### config.mk
export PLATFORM = sky130hd
export DESIGN_NAME = conv_viterbi_codec
export DESIGN_NICKNAME = d
export VERILOG_FILES = /design/src/rtl/conv_codec_pkg.sv /design/src/rtl/conv_encoder.sv /design/src/rtl/conv_viterbi_codec.sv
export SDC_FILE = /design/constraint.sdc
export NUM_CORES = 1
export LEC_CHECK = 0
export CAP_MARGIN = 40
export CORE_UTILIZATION = 30
export DETAILED_ROUTE_END_ITERATION = 10
export GPL_ROUTABILITY_DRIVEN = 0
export PLACE_DENSITY_LB_ADDON = 0.3
export SLEW_MARGIN = 20
export SYNTH_ARGS = -nofsm -noshare
export SYNTH_HDL_FRONTEND = slang
export SYNTH_HIERARCHICAL = 1
export SYNTH_SLANG_ARGS = --single-unit
### constraint.sdc
create_clock -name clk -period 19.1 [get_ports clk]
set_clock_uncertainty 0.15 [all_clocks]
set_input_delay 2.865 -clock clk [delete_from_list [all_inputs] [get_ports clk]]
set_output_delay 2.865 -clock clk [all_outputs]
set_load 0.01 [all_outputs]
### src/rtl/conv_codec_pkg.sv
// rtl/conv_codec_pkg.sv - shared trellis types and helpers for the (7,5) K=3 codec
package conv_codec_pkg;

  localparam int NUM_STATES = 4;

  typedef logic [1:0] state_t;

  // Coded symbol {g1,g0} emitted when bit b is shifted into encoder state s.
  function automatic logic [1:0] exp_sym(state_t s, logic b);
    return {b ^ s[1] ^ s[0], b ^ s[0]};
  endfunction

  function automatic logic [1:0] hamming2(logic [1:0] a, logic [1:0] b);
    logic [1:0] x;
    x = a ^ b;
    return {x[1] & x[0], x[1] ^ x[0]};
  endfunction

endpackage

### src/rtl/conv_encoder.sv
// rtl/conv_encoder.sv - rate-1/2 K=3 convolutional encoder, generators 7,5 octal
module conv_encoder
  import conv_codec_pkg::*;
(
  input  logic       clk,
  input  logic       rst_ni,
  input  logic       enable_i,
  input  logic       d_i,
  output logic       valid_o,
  output logic [1:0] d_o
);

  state_t     s_q, s_d;
  logic [1:0] sym_q, sym_d;
  logic       valid_q;

  always_comb begin
    s_d   = s_q;
    sym_d = sym_q;
    if (enable_i) begin
      sym_d = exp_sym(s_q, d_i);
      s_d   = {d_i, s_q[1]};
    end
  end

  always_ff @(posedge clk or negedge rst_ni) begin
    if (!rst_ni) begin
      s_q     <= '0;
      sym_q   <= '0;
      valid_q <= 1'b0;
    end else begin
      s_q     <= s_d;
      sym_q   <= sym_d;
      valid_q <= enable_i;
    end
  end

  assign valid_o = valid_q;
  assign d_o     = sym_q;

endmodule

### src/rtl/conv_viterbi_codec.sv
// rtl/conv_viterbi_codec.sv - (7,5) encoder plus 4-state hard-decision register-exchange Viterbi decoder
module conv_viterbi_codec
  import conv_codec_pkg::*;
#(
  parameter int TB_DEPTH = 16,
  parameter int PM_W     = 8,
  parameter int PM_INIT  = 32
) (
  input  logic       clk,
  input  logic       rst,
  input  logic       enc_enable_i,
  input  logic       enc_d_in,
  output logic       enc_valid_o,
  output logic [1:0] enc_d_out,
  input  logic       dec_enable,
  input  logic [1:0] dec_d_in,
  output logic       dec_d_out
);

  conv_encoder u_enc (
    .clk      (clk),
    .rst_ni   (rst),
    .enable_i (enc_enable_i),
    .d_i      (enc_d_in),
    .valid_o  (enc_valid_o),
    .d_o      (enc_d_out)
  );

  localparam logic [PM_W-1:0] PM_MAX = '1;

  logic [PM_W-1:0]     pm_q     [NUM_STATES];
  logic [PM_W-1:0]     pm_d     [NUM_STATES];
  logic [PM_W-1:0]     cand_min [NUM_STATES];
  logic [TB_DEPTH-1:0] surv_q   [NUM_STATES];
  logic [TB_DEPTH-1:0] surv_d   [NUM_STATES];
  logic [PM_W-1:0]     norm;
  logic [PM_W-1:0]     best_pm;
  state_t              best;
  logic                dec_out_q, dec_out_d;

  // ACS per destination state; predecessors differ only in their s[0] bit.
  for (genvar g = 0; g < NUM_STATES; g++) begin : g_acs
    localparam state_t NS = state_t'(g);
    localparam state_t P0 = {NS[0], 1'b0};
    localparam state_t P1 = {NS[0], 1'b1};

    logic [1:0]      bm0, bm1;
    logic [PM_W:0]   sum0, sum1;
    logic [PM_W-1:0] c0, c1;
    logic            win;

    assign bm0  = hamming2(dec_d_in, exp_sym(P0, NS[1]));
    assign bm1  = hamming2(dec_d_in, exp_sym(P1, NS[1]));
    assign sum0 = {1'b0, pm_q[P0]} + {{(PM_W-1){1'b0}}, bm0};
    assign sum1 = {1'b0, pm_q[P1]} + {{(PM_W-1){1'b0}}, bm1};
    assign c0   = sum0[PM_W] ? PM_MAX : sum0[PM_W-1:0];
    assign c1   = sum1[PM_W] ? PM_MAX : sum1[PM_W-1:0];
    assign win  = (c1 < c0);

    assign cand_min[g] = win ? c1 : c0;
    assign pm_d[g]     = cand_min[g] - norm;
    assign surv_d[g]   = {(win ? surv_q[P1][TB_DEPTH-2:0] : surv_q[P0][TB_DEPTH-2:0]), NS[1]};
  end

  always_comb begin
    norm = cand_min[0];
    for (int i = 1; i < NUM_STATES; i++) begin
      if (cand_min[i] < norm) norm = cand_min[i];
    end
  end

  // Output tap selects from the pre-update metrics, lowest index on ties.
  always_comb begin
    best    = '0;
    best_pm = pm_q[0];
    for (int i = 1; i < NUM_STATES; i++) begin
      if (pm_q[i] < best_pm) begin
        best    = state_t'(i);
        best_pm = pm_q[i];
      end
    end
    dec_out_d = surv_q[best][TB_DEPTH-1];
  end

  always_ff @(posedge clk or negedge rst) begin
    if (!rst) begin
      for (int i = 0; i < NUM_STATES; i++) begin
        pm_q[i]   <= (i == 0) ? '0 : PM_W'(PM_INIT);
        surv_q[i] <= '0;
      end
      dec_out_q <= 1'b0;
    end else if (dec_enable) begin
      for (int i = 0; i < NUM_STATES; i++) begin
        pm_q[i]   <= pm_d[i];
        surv_q[i] <= surv_d[i];
      end
      dec_out_q <= dec_out_d;
    end
  end

  assign dec_d_out = dec_out_q;

endmodule

==> run_results.csv <==
group,metric,value,unit
placement,io_buffer_count,10,
clock_tree,cts_tree,"built",
die,start_util,30.37,%
logic_synthesis,synth_top_area_share,23.15,%
critical_path,crit_type,"input pin to register",
logic_synthesis,ys_async_sr_fraction,100.0,%
sta,final.setup.tns,0,ns
sta,slew_headroom,38.09,%
logic_synthesis,synthTopCellsByCount,"nor2_1, a21oi_1, ha_1",
clock_tree,clkSinkCount,97,
clock_tree,clkSlewWorstSetupHoldPaths,0.09,ns
clock_tree,clock-root-buffer,"clkbuf_16",
placement,hpwlAfterDp,23160,um
finish,fillCellCount,3569,
logic_synthesis,postSynthCellCount,1253,
critical_path,critPathMaxFanout,23,
grt,grt_pass1_vias,8458,
logic_synthesis,syn-num-nets,1356,
logic_synthesis,synth_seq_cells,97,
logic_synthesis,synth_compound_area_share,23.00,%
die,core_area,33450,sq um
critical_path,required,19.21,ns
critical_path,end_kind,"register",
clock_tree,numCtsBuffers,9,
critical_path,startpoint_type,"input pin",
grt,grt_pass1_wl,47510,um
die,num_io_pins,11,
logic_synthesis,syn_area_per_cell,8.108,sq um
die,dieWidth,186.0,um
route,vias_per_cell,5.393,
sta,finalCritPeriodShare,83.76,%
sta,worst_pin_slew,0.9286,ns
min_path,hp-class,"register to register",
grt,grtUsageTotal,17.70,%
sta,slew_violations,0,
route,drt_iter0_drc,816,
sta,report.final.setup_viol,0,
route,first_pass_iters,5,
logic_synthesis,synth_top_family_by_area,"compound AO/OA/AOI/OAI gates",
route,drc_errors,0,
logic_synthesis,yosys.area_share.xor_xnor,6.010,%
grt,antenna_found_initial,0,
die,die_h,186.0,um
route,wl,29600,um
critical_path,crit_top_cell,"ha_1",
flow_run,cap_violations,0,
logic_synthesis,netlist_area,10160,sq um
sta,max_freq,62.51,MHz
logic_synthesis,synth_cell_types,95,
grt,overflow,0,
die,dieArea,34610,sq um
route,vias,9098,
clock_tree,cts_max_level,3,
logic_synthesis,synth_top_cell_by_area,"dfrtp_1",
logic_synthesis,synth_flop_cell,"dfrtp_1",
sta,rsz0062_at_grt,"no",
run_status,outcome,"finished clean",
critical_path,cp_slowest_cell,"o21ai_0",
clock_tree,hold_buffers,0,
sta,final_hold_viol_count,0,
route,ant_nets,0,
logic_synthesis,synthAdderAreaFrac,12.34,%
logic_synthesis,seq_area_frac_synth,23.93,%
finish,antenna_cells,0,
critical_path,cpPeakStageDelay,0.66,ns
finish,multiInputGateArea,7234,sq um
finish,nNetsFinal,1337,
logic_synthesis,synthTopCellsByArea,"dfrtp_1, ha_1, mux2i_1",
finish,seq_area,2431,sq um
clock_tree,insertion_delay,0.38,ns
sta,finalCriticalPeriod,16.00,ns
die,fp-row-count,67,
logic_synthesis,synth_simple_gate_area_share,18.58,%
critical_path,critPathArrivalTime,16.11,ns
clock_tree,cts.repair.resized,0,
logic_synthesis,synth-edff-count,0,
logic_synthesis,synth.most_common_cell,"nor2_1",
grt,grt_max_degree,89,
logic_synthesis,synth.area.mux_share,11.27,%
finish,area_delta_synth_final,8.485,%
clock_tree,cts_buffer_depth,2,
clock_tree,post_cts_buffers,0,
finish,drive_above_1_share,8.717,%
logic_synthesis,ys_warn_count,6,
route,wl_per_cell,17.54,um
worst max-delay path, delay by kind of cell:
family / cells / cell delay, ns
AO/OA/AOI/OAI: 20 / 5.16
AND/OR/NAND/NOR: 14 / 2.55
adder cells (fa/ha/maj): 8 / 2.45
multiplexers: 4 / 1.56
buffers and inverters: 6 / 1.18
XOR/XNOR: 2 / 0.31
per-stage QoR:
stage	area [sq um]	hold WS [ns]	util, %	worst slack (ns)	instances
2_1_floorplan	10160	0.2894	-	5.253	1253
3_3_place_gp	10640	0.3048	31.80	3.390	1662
3_5_place_dp	10690	0.3051	31.96	2.987	1669
4_1_cts	10990	0.3275	32.87	3.345	1685
5_1_grt	11020	0.3484	32.95	2.073	1687
6_report	11020	0.3232	32.95	3.102	1687
routing by layer:
metal	track usage [%]	routed length, um	vias up
met3	1.213	1269	31
met1	25.14	14210	4300
met4	5.508	554	0
met2	28.40	13560	250
met5	0	0	-
li1	-	-	4517
registers in the layout, summed over array words and instances, names as in the netlist:
| name | flops |
|---|---|
| surv_q | 59 |
| dec_d_out | 1 |
| pm_q | 32 |
| u_enc/s_q | 2 |
| u_enc/d_o | 2 |
| u_enc/valid_o | 1 |
area by class of cell:
cell class	instances	area share, %
multi-input combinational	1032	65.64
sequential	97	22.06
tap	448	5.086
inverter	66	2.248
timing repair buffer	28	2.202
clock buffer	9	2.043
clock inverter	7	0.7265
worst paths after layout:
path	from	endpoint	slack [ns]	cells after the start
min in group asynchronous	rst	pm_q[3]$_DFFE_PN0P_	2.26	1
min reg2reg	surv_q[0]$_DFFE_PN0P_	surv_q[0]$_DFFE_PN0P_	0.32	1
max reg2reg	pm_q[17]$_DFFE_PN0P_	pm_q[4]$_DFFE_PN0P_	6.21	49
min	surv_q[0]$_DFFE_PN0P_	surv_q[0]$_DFFE_PN0P_	0.32	1
max	dec_d_in[0]	pm_q[4]$_DFFE_PN0P_	3.10	54
max in group asynchronous	rst	pm_q[21]$_DFFE_PN1P_	15.38	3
cell families after synthesis:
| logic type | count (synthesis) |
|---|---|
| flops | 97 |
| buf+inv | 124 |
| mux | 110 |
| simple gates | 397 |
| xor+xnor | 68 |
| fa+ha+maj | 101 |
| compound gates | 356 |
placed cells by master (no fill, tap or decap), types with 12 or more instances in the layout:
master,instances
ha_1,96
xor2_1,18
xnor2_1,49
dfrtp_1,94
nor3_1,23
inv_1,65
nand3_1,25
a21o_1,25
or3_1,12
mux2_2,30
buf_4,12
nand2_1,88
mux2i_1,78
a21oi_1,125
o31ai_1,13
nor2b_1,15
nor2_1,156
o21ai_0,64
Power is not shown: default switching activity piles up to over one toggle a cycle in this logic, so the estimate is an artifact.
